**config.mk**
```make
export PLATFORM = sky130hd
export DESIGN_NAME = multicycle_control_fsm
export DESIGN_NICKNAME = d
export VERILOG_FILES = /design/src/rtl/multicycle_control_fsm.sv
export SDC_FILE = /design/constraint.sdc
export NUM_CORES = 1
export LEC_CHECK = 0
export CORE_UTILIZATION = 43
export CTS_CLUSTER_SIZE = 30
export DETAILED_ROUTE_END_ITERATION = 10
export PLACE_DENSITY = 0.82
export SLEW_MARGIN = 20
export SYNTH_ARGS = -nofsm -noshare
export SYNTH_HDL_FRONTEND = slang
export SYNTH_SLANG_ARGS = --single-unit
```
**constraint.sdc**
```tcl
create_clock -name clk -period 2 [get_ports clk]
set_input_delay 0.4 -clock clk [delete_from_list [all_inputs] [get_ports clk]]
set_output_delay 0.4 -clock clk [all_outputs]
set_load 0.01 [all_outputs]
```
**src/rtl/multicycle_control_fsm.sv**
```systemverilog
// -----------------------------------------------------------------------------
// multicycle_control_fsm
//
// Main controller for the multi-cycle MIPS datapath (shared instruction/data
// memory, single ALU). Moore FSM sequencing fetch, decode, execute, memory and
// writeback, with a mem_req/mem_ready handshake toward memory.
//
// Build option: define MC_JUMP_EN to include the JUMP state (opcode 000010).
// Without it, opcode 000010 decodes as illegal and PCSrc never becomes 10.
//
// Handshake: mem_req is held high, together with IorD/MemWrite, from the
// first cycle of an access until the cycle in which mem_ready=1. That cycle
// completes the access and the FSM advances on the following edge. mem_ready
// is ignored in states that do not drive mem_req.
//
// Ports:
//   clk, rst_n            clock, asynchronous active-low reset
//   Opcode, Funct         instruction register fields [31:26], [5:0]
//   zero_flag             ALU zero result (branch condition)
//   mem_ready             memory completes the current access this cycle
//   mem_req, IorD, MemWrite, IRWrite, RegDst, MemtoReg, RegWrite,
//   ALUSrcA, ALUSrcB, ALU_Control, PCSrc, PCEn   datapath controls
//   instr_done            high in the final cycle of each instruction
//   illegal_op            high in a DECODE cycle with an unsupported opcode
//   state_o               current state encoding (debug)
// -----------------------------------------------------------------------------
module multicycle_control_fsm (
  input  logic       clk,
  input  logic       rst_n,
  input  logic [5:0] Opcode,
  input  logic [5:0] Funct,
  input  logic       zero_flag,
  input  logic       mem_ready,
  output logic       mem_req,
  output logic       IorD,
  output logic       MemWrite,
  output logic       IRWrite,
  output logic       RegDst,
  output logic       MemtoReg,
  output logic       RegWrite,
  output logic       ALUSrcA,
  output logic [1:0] ALUSrcB,
  output logic [2:0] ALU_Control,
  output logic [1:0] PCSrc,
  output logic       PCEn,
  output logic       instr_done,
  output logic       illegal_op,
  output logic [3:0] state_o
);

  typedef enum logic [3:0] {
    S_IDLE     = 4'd0,
    S_FETCH    = 4'd1,
    S_DECODE   = 4'd2,
    S_MEMADR   = 4'd3,
    S_MEMREAD  = 4'd4,
    S_MEMWB    = 4'd5,
    S_MEMWRITE = 4'd6,
    S_EXECUTE  = 4'd7,
    S_ALUWB    = 4'd8,
    S_BRANCH   = 4'd9,
    S_ADDIEXEC = 4'd10,
    S_ADDIWB   = 4'd11,
    S_JUMP     = 4'd12
  } state_t;

  localparam logic [5:0] OP_RTYPE = 6'b000000;
  localparam logic [5:0] OP_LW    = 6'b100011;
  localparam logic [5:0] OP_SW    = 6'b101011;
  localparam logic [5:0] OP_BEQ   = 6'b000100;
  localparam logic [5:0] OP_ADDI  = 6'b001000;
  localparam logic [5:0] OP_J     = 6'b000010;

  localparam logic [2:0] ALU_ADD = 3'b010;
  localparam logic [2:0] ALU_SUB = 3'b100;
  localparam logic [2:0] ALU_SLT = 3'b110;
  localparam logic [2:0] ALU_MUL = 3'b101;

  state_t state_q, state_d;

  // Registered state-only outputs, computed from the next state so they are
  // valid for the whole cycle the FSM spends in that state.
  logic       mem_req_q, iord_q, memwrite_q, regdst_q, memtoreg_q, regwrite_q;
  logic       alusrca_q, pcen_q, done_q;
  logic [1:0] alusrcb_q, pcsrc_q;
  logic [2:0] aluctl_q;
  logic       mem_req_d, iord_d, memwrite_d, regdst_d, memtoreg_d, regwrite_d;
  logic       alusrca_d, pcen_d, done_d;
  logic [1:0] alusrcb_d, pcsrc_d;
  logic [2:0] aluctl_d;
  // One-hot state flags used for the input-gated (Mealy) terms.
  logic       fetch_q, decode_q, memwr_st_q, exec_q, branch_q;

  logic       op_legal;
  logic [2:0] funct_alu;

  always_comb begin
    op_legal = 1'b0;
    case (Opcode)
      OP_LW, OP_SW, OP_RTYPE, OP_BEQ, OP_ADDI: op_legal = 1'b1;
`ifdef MC_JUMP_EN
      OP_J:                                    op_legal = 1'b1;
`endif
      default:                                 op_legal = 1'b0;
    endcase
  end

  always_comb begin
    funct_alu = ALU_ADD;
    case (Funct)
      6'b100000: funct_alu = ALU_ADD;
      6'b100010: funct_alu = ALU_SUB;
      6'b101010: funct_alu = ALU_SLT;
      6'b011100: funct_alu = ALU_MUL;
      default:   funct_alu = ALU_ADD;
    endcase
  end

  // Next-state logic
  always_comb begin
    state_d = state_q;
    case (state_q)
      S_IDLE:     state_d = S_FETCH;
      S_FETCH:    if (mem_ready) state_d = S_DECODE;
      S_DECODE: begin
        case (Opcode)
          OP_LW, OP_SW: state_d = S_MEMADR;
          OP_RTYPE:     state_d = S_EXECUTE;
          OP_BEQ:       state_d = S_BRANCH;
          OP_ADDI:      state_d = S_ADDIEXEC;
`ifdef MC_JUMP_EN
          OP_J:         state_d = S_JUMP;
`endif
          default:      state_d = S_FETCH;
        endcase
      end
      S_MEMADR:   state_d = (Opcode == OP_LW) ? S_MEMREAD : S_MEMWRITE;
      S_MEMREAD:  if (mem_ready) state_d = S_MEMWB;
      S_MEMWB:    state_d = S_FETCH;
      S_MEMWRITE: if (mem_ready) state_d = S_FETCH;
      S_EXECUTE:  state_d = S_ALUWB;
      S_ALUWB:    state_d = S_FETCH;
      S_BRANCH:   state_d = S_FETCH;
      S_ADDIEXEC: state_d = S_ADDIWB;
      S_ADDIWB:   state_d = S_FETCH;
`ifdef MC_JUMP_EN
      S_JUMP:     state_d = S_FETCH;
`endif
      default:    state_d = S_IDLE;
    endcase
  end

  // Moore output decode of the state being entered
  always_comb begin
    mem_req_d  = 1'b0;
    iord_d     = 1'b0;
    memwrite_d = 1'b0;
    regdst_d   = 1'b0;
    memtoreg_d = 1'b0;
    regwrite_d = 1'b0;
    alusrca_d  = 1'b0;
    alusrcb_d  = 2'b00;
    aluctl_d   = ALU_ADD;
    pcsrc_d    = 2'b00;
    pcen_d     = 1'b0;
    done_d     = 1'b0;
    case (state_d)
      S_IDLE:     aluctl_d = 3'b000;
      S_FETCH:    begin mem_req_d = 1'b1; alusrcb_d = 2'b01; end
      S_DECODE:   alusrcb_d = 2'b11;
      S_MEMADR:   begin alusrca_d = 1'b1; alusrcb_d = 2'b10; end
      S_MEMREAD:  begin mem_req_d = 1'b1; iord_d = 1'b1; end
      S_MEMWB:    begin regwrite_d = 1'b1; memtoreg_d = 1'b1; done_d = 1'b1; end
      S_MEMWRITE: begin mem_req_d = 1'b1; iord_d = 1'b1; memwrite_d = 1'b1; end
      S_EXECUTE:  alusrca_d = 1'b1;
      S_ALUWB:    begin regwrite_d = 1'b1; regdst_d = 1'b1; done_d = 1'b1; end
      S_BRANCH: begin
        alusrca_d = 1'b1;
        aluctl_d  = ALU_SUB;
        pcsrc_d   = 2'b01;
        done_d    = 1'b1;
      end
      S_ADDIEXEC: begin alusrca_d = 1'b1; alusrcb_d = 2'b10; end
      S_ADDIWB:   begin regwrite_d = 1'b1; done_d = 1'b1; end
`ifdef MC_JUMP_EN
      S_JUMP:     begin pcsrc_d = 2'b10; pcen_d = 1'b1; done_d = 1'b1; end
`endif
      default:    aluctl_d = 3'b000;
    endcase
  end

  always_ff @(posedge clk or negedge rst_n) begin
    if (!rst_n) begin
      state_q    <= S_IDLE;
      mem_req_q  <= 1'b0;
      iord_q     <= 1'b0;
      memwrite_q <= 1'b0;
      regdst_q   <= 1'b0;
      memtoreg_q <= 1'b0;
      regwrite_q <= 1'b0;
      alusrca_q  <= 1'b0;
      alusrcb_q  <= 2'b00;
      aluctl_q   <= 3'b000;
      pcsrc_q    <= 2'b00;
      pcen_q     <= 1'b0;
      done_q     <= 1'b0;
      fetch_q    <= 1'b0;
      decode_q   <= 1'b0;
      memwr_st_q <= 1'b0;
      exec_q     <= 1'b0;
      branch_q   <= 1'b0;
    end else begin
      state_q    <= state_d;
      mem_req_q  <= mem_req_d;
      iord_q     <= iord_d;
      memwrite_q <= memwrite_d;
      regdst_q   <= regdst_d;
      memtoreg_q <= memtoreg_d;
      regwrite_q <= regwrite_d;
      alusrca_q  <= alusrca_d;
      alusrcb_q  <= alusrcb_d;
      aluctl_q   <= aluctl_d;
      pcsrc_q    <= pcsrc_d;
      pcen_q     <= pcen_d;
      done_q     <= done_d;
      fetch_q    <= (state_d == S_FETCH);
      decode_q   <= (state_d == S_DECODE);
      memwr_st_q <= (state_d == S_MEMWRITE);
      exec_q     <= (state_d == S_EXECUTE);
      branch_q   <= (state_d == S_BRANCH);
    end
  end

  assign mem_req     = mem_req_q;
  assign IorD        = iord_q;
  assign MemWrite    = memwrite_q;
  assign RegDst      = regdst_q;
  assign MemtoReg    = memtoreg_q;
  assign RegWrite    = regwrite_q;
  assign ALUSrcA     = alusrca_q;
  assign ALUSrcB     = alusrcb_q;
  assign PCSrc       = pcsrc_q;
  assign state_o     = state_q;
  // Funct is read live in EXECUTE: the instruction register holds it then.
  assign ALU_Control = exec_q ? funct_alu : aluctl_q;
  // Opcode is only valid once IR has loaded, so decode checks are live too.
  assign illegal_op  = decode_q & ~op_legal;
  assign IRWrite     = fetch_q & mem_ready;
  assign PCEn        = pcen_q | (fetch_q & mem_ready) | (branch_q & zero_flag);
  assign instr_done  = done_q | illegal_op | (memwr_st_q & mem_ready);

endmodule

```
==> impl_metrics.env, run 1 <==
export IMPL_grt_overflow_total=0
export IMPL_vias=1020
export IMPL_synth_cells=102
export IMPL_maxCapViolCount=0
export IMPL_drt_first_pass_iters=4
export IMPL_fp_coreArea_sq_um=2250
export IMPL_antenna_left=0
export IMPL_rsz0062_at_grt="yes"
export IMPL_synthTopCellsByArea="dfrtp_1 (45%), nand2b_1 (3.6%), nor2_1 (3.6%), a311oi_4 (2.5%), inv_1 (2.5%)"
export IMPL_ys_seq_area_frac=0.455
export IMPL_synth_top_area_frac=0.455
export IMPL_hold_viol=0
export IMPL_syn_area_sq_um=1050
export IMPL_synth_cell_types=41
export IMPL_die_y_microns=51.3
export IMPL_dpl_hpwl_mm=2.20
export IMPL_area_delta_synth_final_pct=60.3
export IMPL_boundaryPins=38
export IMPL_viasPerCell=5.31
export IMPL_fill_cells=167
export IMPL_n_antenna_cell=0
export IMPL_initial_core_util=0.464
export IMPL_grt_max_degree=20
export IMPL_violations="setup timing"
export IMPL_grt_usage=0.255
export IMPL_period_needed_ps=2070
export IMPL_startpoint_type="primary input"
export IMPL_cts_buffer_depth=2
export IMPL_p_per_area_nw_per_um2=1120
export IMPL_ff_latch_area_sq_um=477
export IMPL_cts_tree="yes"
export IMPL_std_cell_rows=17
export IMPL_grt_antenna_before_repair=0
export IMPL_post_route_period_util=1.03
export IMPL_htree_num_levels=1
export IMPL_grt_pass1_wl_mm=4.62
export IMPL_synth_fp_nets=118
export IMPL_slew_viol_final=0
export IMPL_yosysTopAreaCell="dfrtp_1"
export IMPL_critical_path_max_fanout=3
export IMPL_ys_seq_elements=19
export IMPL_drive_above_1_share=0.366
export IMPL_hold_slack_ps=418
export IMPL_irDropWorstVdd_uv=860
export IMPL_wl_mm=2.94
export IMPL_fmax_mhz=484
export IMPL_avgSynthCellArea_sq_um=10.3
export IMPL_fin_skew_ps=12.5
export IMPL_synth_most_common_cell="dfrtp_1"
export IMPL_drc=0
export IMPL_crit_required_ps=1600
export IMPL_ys_warn_count=0
export IMPL_dieArea_sq_um=2630
export IMPL_end_kind="output port"
export IMPL_synth_common_cells="dfrtp_1 (19), nor2_1 (10), inv_1 (7)"
export IMPL_synthArstFlopShare=1.00
export IMPL_synthFlopType="dfrtp_1"
export IMPL_drtIter0Drc=10
export IMPL_utilization=0.744
export IMPL_worstPathArrival_ps=1670
export IMPL_setup_violations_final=1
export IMPL_die_x_microns=51.3
export IMPL_grt_pass1_vias=1034
export IMPL_total_power_mw=1.88
export IMPL_place_gp_congestion=0.820
export IMPL_clock_root_buffer="clkbuf_4"
export IMPL_outcome="finished, violations left"
export IMPL_setup_slack_ps=-66.4
export IMPL_clk_latency_ps=300
export IMPL_cts_num_sinks=19
export IMPL_avgRoutedWirePerCell_microns=15.3
export IMPL_nNetsFinal=181
export IMPL_leakage_nw=0.819
export IMPL_path_clk_slew_ps=110
export IMPL_synth_edf_count=0
export IMPL_multi_input_area_sq_um=576
export IMPL_critPathKind="in2out"
export IMPL_hp_class="in2async"
export IMPL_cts_buffers=3
export IMPL_holdBufCountCts=0
export IMPL_io_buffer_count=36
final cells by class:
cell class | instances | share of cell area
Clock buffer | 4 | 0.0157
Multi-Input combinational cell | 70 | 0.343
Timing Repair Buffer | 62 | 0.314
Tap cell | 28 | 0.0209
Inverter | 9 | 0.0216
Sequential cell | 19 | 0.284
logic make-up (layout without fill, tap and decap cells):
kind of cell	count (synthesis)	count (layout)	synth area share
other	1	1	0.00359
buffers and inverters	13	75	0.0586
flip-flops	19	19	0.455
AO/OA/AOI/OAI	21	21	0.179
AND/OR/NAND/NOR	44	44	0.264
XOR/XNOR	1	1	0.00837
multiplexers	3	3	0.0311
metal layers:
| layer | global-route usage | wire (microns) | share of wire | vias to the layer above |
|---|---|---|---|---|
| li1 | - | - | - | 481 |
| met1 | 0.277 | 1210 | 0.41 | 500 |
| met2 | 0.474 | 1570 | 0.53 | 35 |
| met3 | 0.0595 | 137 | 0.047 | 4 |
| met4 | 0.0946 | 23 | 0.0078 | 0 |
| met5 | 0 | 0 | 0 | - |
worst max-delay path, stage by stage:
cell,delay [ps]
buf_6,90
or3_4,400
buf_6,130
nor3_4,160
a2111oi_4,90
a211o_1,250
buf_2,140
registers in the layout, summed over array words and instances, names as in the netlist:
register	cells
ALUSrcA	1
ALUSrcB	2
IorD	1
MemtoReg	1
RegDst	1
RegWrite	1
aluctl_q	2
decode_q	1
done_q	1
exec_q	1
fetch_q	1
mem_req	1
memwr_st_q	1
state_o	4
where the power goes:
part	switching, mW	internal, mW
Sequential	0.0898	0.504
Combinational	0.513	0.588
Clock	0.112	0.0778
Total	0.714	1.17
worst paths after layout:
check,endpoint,from,depth (start not counted),slack (ps)
hold / removal,RegDst$_DFF_PN0_,rst_n,2,420
setup / recovery,instr_done,Opcode[0],7,-70
setup reg to reg,ALUSrcA$_DFF_PN0_,state_o[2]$_DFF_PN0_,7,170
max in group asynchronous,state_o[0]$_DFF_PN0_,rst_n,2,1370
hold reg to reg,MemtoReg$_DFF_PN0_,state_o[0]$_DFF_PN0_,1,650
min in group clk,MemtoReg$_DFF_PN0_,state_o[0]$_DFF_PN0_,1,650
cell usage in the layout (no fill, tap or decap), drive strengths merged, types with 2 or more instances in the layout:
cell,synthesis,routed
buf,4,33
nor3,5,5
dfrtp,19,19
clkdlybuf4s15,0,3
nand3,2,2
nand2b,6,6
inv,9,9
and2,2,2
a211oi,3,3
and3,2,2
a21o,3,3
a211o,2,2
o21ai,6,6
nand2,5,5
mux2,2,2
nor2,11,11
clkdlybuf4s50,0,19
nand4b,2,2
dlygate4sd2,0,5
clkbuf,0,6
nor4,3,3
stage by stage:
stage	worst slack, ps	cells	TNS (ps)	cell area, sq um
2_1_floorplan	25.5	102	0	1050
6_report	-66.4	192	-66.4	1680
3_5_place_dp	-863	186	-6710	1600
4_1_cts	-104	193	-104	1670
3_3_place_gp	-766	186	-5310	1600
5_1_grt	-110	192	-110	1680
timing repair:
action | 4_1_cts | 5_1_grt
setup buffers | 4 | 0
endpoints found under the setup margin | 13 | 8
pin swaps | 8 | 3
resized for setup | 50 | 12
hold endpoints to repair | 0 | 0
(Power assumes the default switching activity.)
==> run 2: changes to the inputs <==
- CTS_CLUSTER_DIAMETER: not set -> 80
==> results of run 2 <==
Same layout as run 1: the final DEF is identical, and so are final timing and power.
==> run 3: changes to the inputs <==
- CORE_MARGIN: not set -> 2
==> run 3 against run 2 <==
The flow still finishes with violations (setup timing); register-to-register slack got worse by 90 ps; clock power barely moved; total power fell by 0.83%; combinational power barely moved; sequential power fell by 2%; critical path type unchanged; largest power group unchanged.
==> impl_metrics.env, run 3 (synthesis gave the netlist of run 1 again) <==
export IMPL_crit_required_ps=1600
export IMPL_avgRoutedWirePerCell_microns=14.2
export IMPL_grt_pass1_vias=1026
export IMPL_dp_cells=186
export IMPL_end_kind="output port"
export IMPL_maxCapViolCount=0
export IMPL_rr_endpoint="ALUSrcA$_DFF_PN0_"
export IMPL_grt_pass1_wl_mm=4.33
export IMPL_hold_viol=0
export IMPL_r2r_setup_slack_ps=80
export IMPL_grt_overflow_total=0
export IMPL_grt_usage=0.213
export IMPL_viasPerCell=5.28
export IMPL_fmax_mhz=483
export IMPL_drtIter0Drc=11
export IMPL_htree_num_levels=1
export IMPL_nNetsFinal=179
export IMPL_std_cell_rows=17
export IMPL_worst_r2r_path_depth=7
export IMPL_cts_buffers=3
export IMPL_startpoint_type="primary input"
export IMPL_violations="setup timing"
export IMPL_clk_latency_ps=300
export IMPL_setup_violations_final=1
export IMPL_ff_latch_area_sq_um=475
export IMPL_leakage_nw=0.820
export IMPL_critPathKind="in2out"
export IMPL_setup_slack_ps=-70.2
export IMPL_boundaryPins=38
export IMPL_drive_above_1_share=0.327
export IMPL_irDropWorstVdd_uv=1000
export IMPL_power_frac_seq=0.312
export IMPL_dpl_hpwl_mm=2.19
export IMPL_path_clk_slew_ps=100
export IMPL_drc=0
export IMPL_n_antenna_cell=0
export IMPL_critical_path_max_fanout=3
export IMPL_fin_skew_ps=7.77
export IMPL_cts_num_sinks=19
export IMPL_crit_end="instr_done"
export IMPL_layout_commonest_cell="buf_4"
export IMPL_grt_max_degree=20
export IMPL_post_route_period_util=1.04
export IMPL_swShare=0.376
export IMPL_drt_first_pass_iters=4
export IMPL_wl_mm=2.70
export IMPL_fin_tns_setup_ps=-70.2
export IMPL_period_needed_ps=2070
export IMPL_antenna_left=0
export IMPL_die_x_microns=53.3
export IMPL_holdBufCountCts=0
export IMPL_fill_cells=166
export IMPL_layout_common_cells="buf_4 (24), clkdlybuf4s50_1 (21), dfrtp_1 (19), nor2_1 (9)"
export IMPL_cts_buffer_depth=2
export IMPL_vias=1004
export IMPL_fp_coreArea_sq_um=2250
export IMPL_dieArea_sq_um=2840
export IMPL_p_per_area_nw_per_um2=1140
export IMPL_p_int_mw=1.17
export IMPL_die_y_microns=53.3
export IMPL_largest_reg_flops=4
export IMPL_rsz0062_at_grt="yes"
export IMPL_comb_power_share=0.588
export IMPL_regToRegStartpoint="state_o[3]$_DFF_PN0_"
export IMPL_area_delta_synth_final_pct=56.2
export IMPL_clock_root_buffer="clkbuf_4"
export IMPL_grt_antenna_before_repair=0
export IMPL_hp_class="in2async"
export IMPL_pre_cts_ws_ps=-802
export IMPL_cts_tree="yes"
export IMPL_initial_core_util=0.464
export IMPL_crit_start="Opcode[1]"
export IMPL_worstPathArrival_ps=1670
export IMPL_place_gp_congestion=0.829
export IMPL_slew_viol_final=0
export IMPL_power_switching_mw=0.703
export IMPL_power_frac_clock=0.099
export IMPL_layout_cells_non_filler=190
export IMPL_io_buffer_count=36
export IMPL_multi_input_area_sq_um=553
export IMPL_outcome="finished, violations left"
[run 3: layout make-up]
class / instances / area share
Inverter: 9 / 0.0222
Sequential cell: 19 / 0.291
Clock inverter: 1 / 0.00306
Timing Repair Buffer: 60 / 0.310
Multi-Input combinational cell: 70 / 0.338
Clock buffer: 3 / 0.0138
Tap cell: 28 / 0.0214
[run 3: worst max-delay path, cell delays in order]
cell and delay, ps:
buf_6 90, or3_4 390, nor4_4 330, a2111oi_4 80, a211o_1 230, buf_2 140
[run 3: layer usage]
metal | global-route usage | part of all wire
met1 | 0.246 | 0.40
met2 | 0.374 | 0.50
met3 | 0.0621 | 0.085
met5 | 0 | 0
met4 | 0.0641 | 0.020
[run 3: how the worst min path moves through the flow]
stage,startpoint,endpoint,slack [ps],depth (start not counted)
after floorplan,rst_n,ALUSrcA$_DFF_PN0_,100,0
after global placement,state_o[0]$_DFF_PN0_,MemtoReg$_DFF_PN0_,710,1
after detailed placement,state_o[0]$_DFF_PN0_,MemtoReg$_DFF_PN0_,740,1
after CTS,rst_n,state_o[2]$_DFF_PN0_,430,2
after global routing,rst_n,ALUSrcB[0]$_DFF_PN0_,450,2
final,rst_n,ALUSrcB[0]$_DFF_PN0_,420,2
[run 3: repair_timing]
action / CTS / global route
resized for setup: 45 / 3
endpoints found under the hold margin: 0 / 0
pin swaps: 8 / 2
buffers inserted: 1 / 0
gates cloned: 0 / 0
endpoints found under the setup margin: 9 / 4
[run 3: per-stage QoR]
stage	area [sq um]	hold slack, ps	utilization	power (mW)
2_1_floorplan	1050	104	-	1.15
3_3_place_gp	1600	714	0.709	1.69
3_5_place_dp	1600	737	0.709	1.72
4_1_cts	1630	427	0.722	1.89
5_1_grt	1630	452	0.725	2.01
6_report	1630	423	0.725	1.87
[run 3: power groups by stage]
stage	Sequential, mW	Combinational [mW]	Clock [mW]
2_1_floorplan	0.610	0.540	0
3_3_place_gp	0.585	1.10	0
3_5_place_dp	0.594	1.13	0
4_1_cts	0.584	1.11	0.194
5_1_grt	0.595	1.20	0.210
6_report	0.584	1.10	0.186
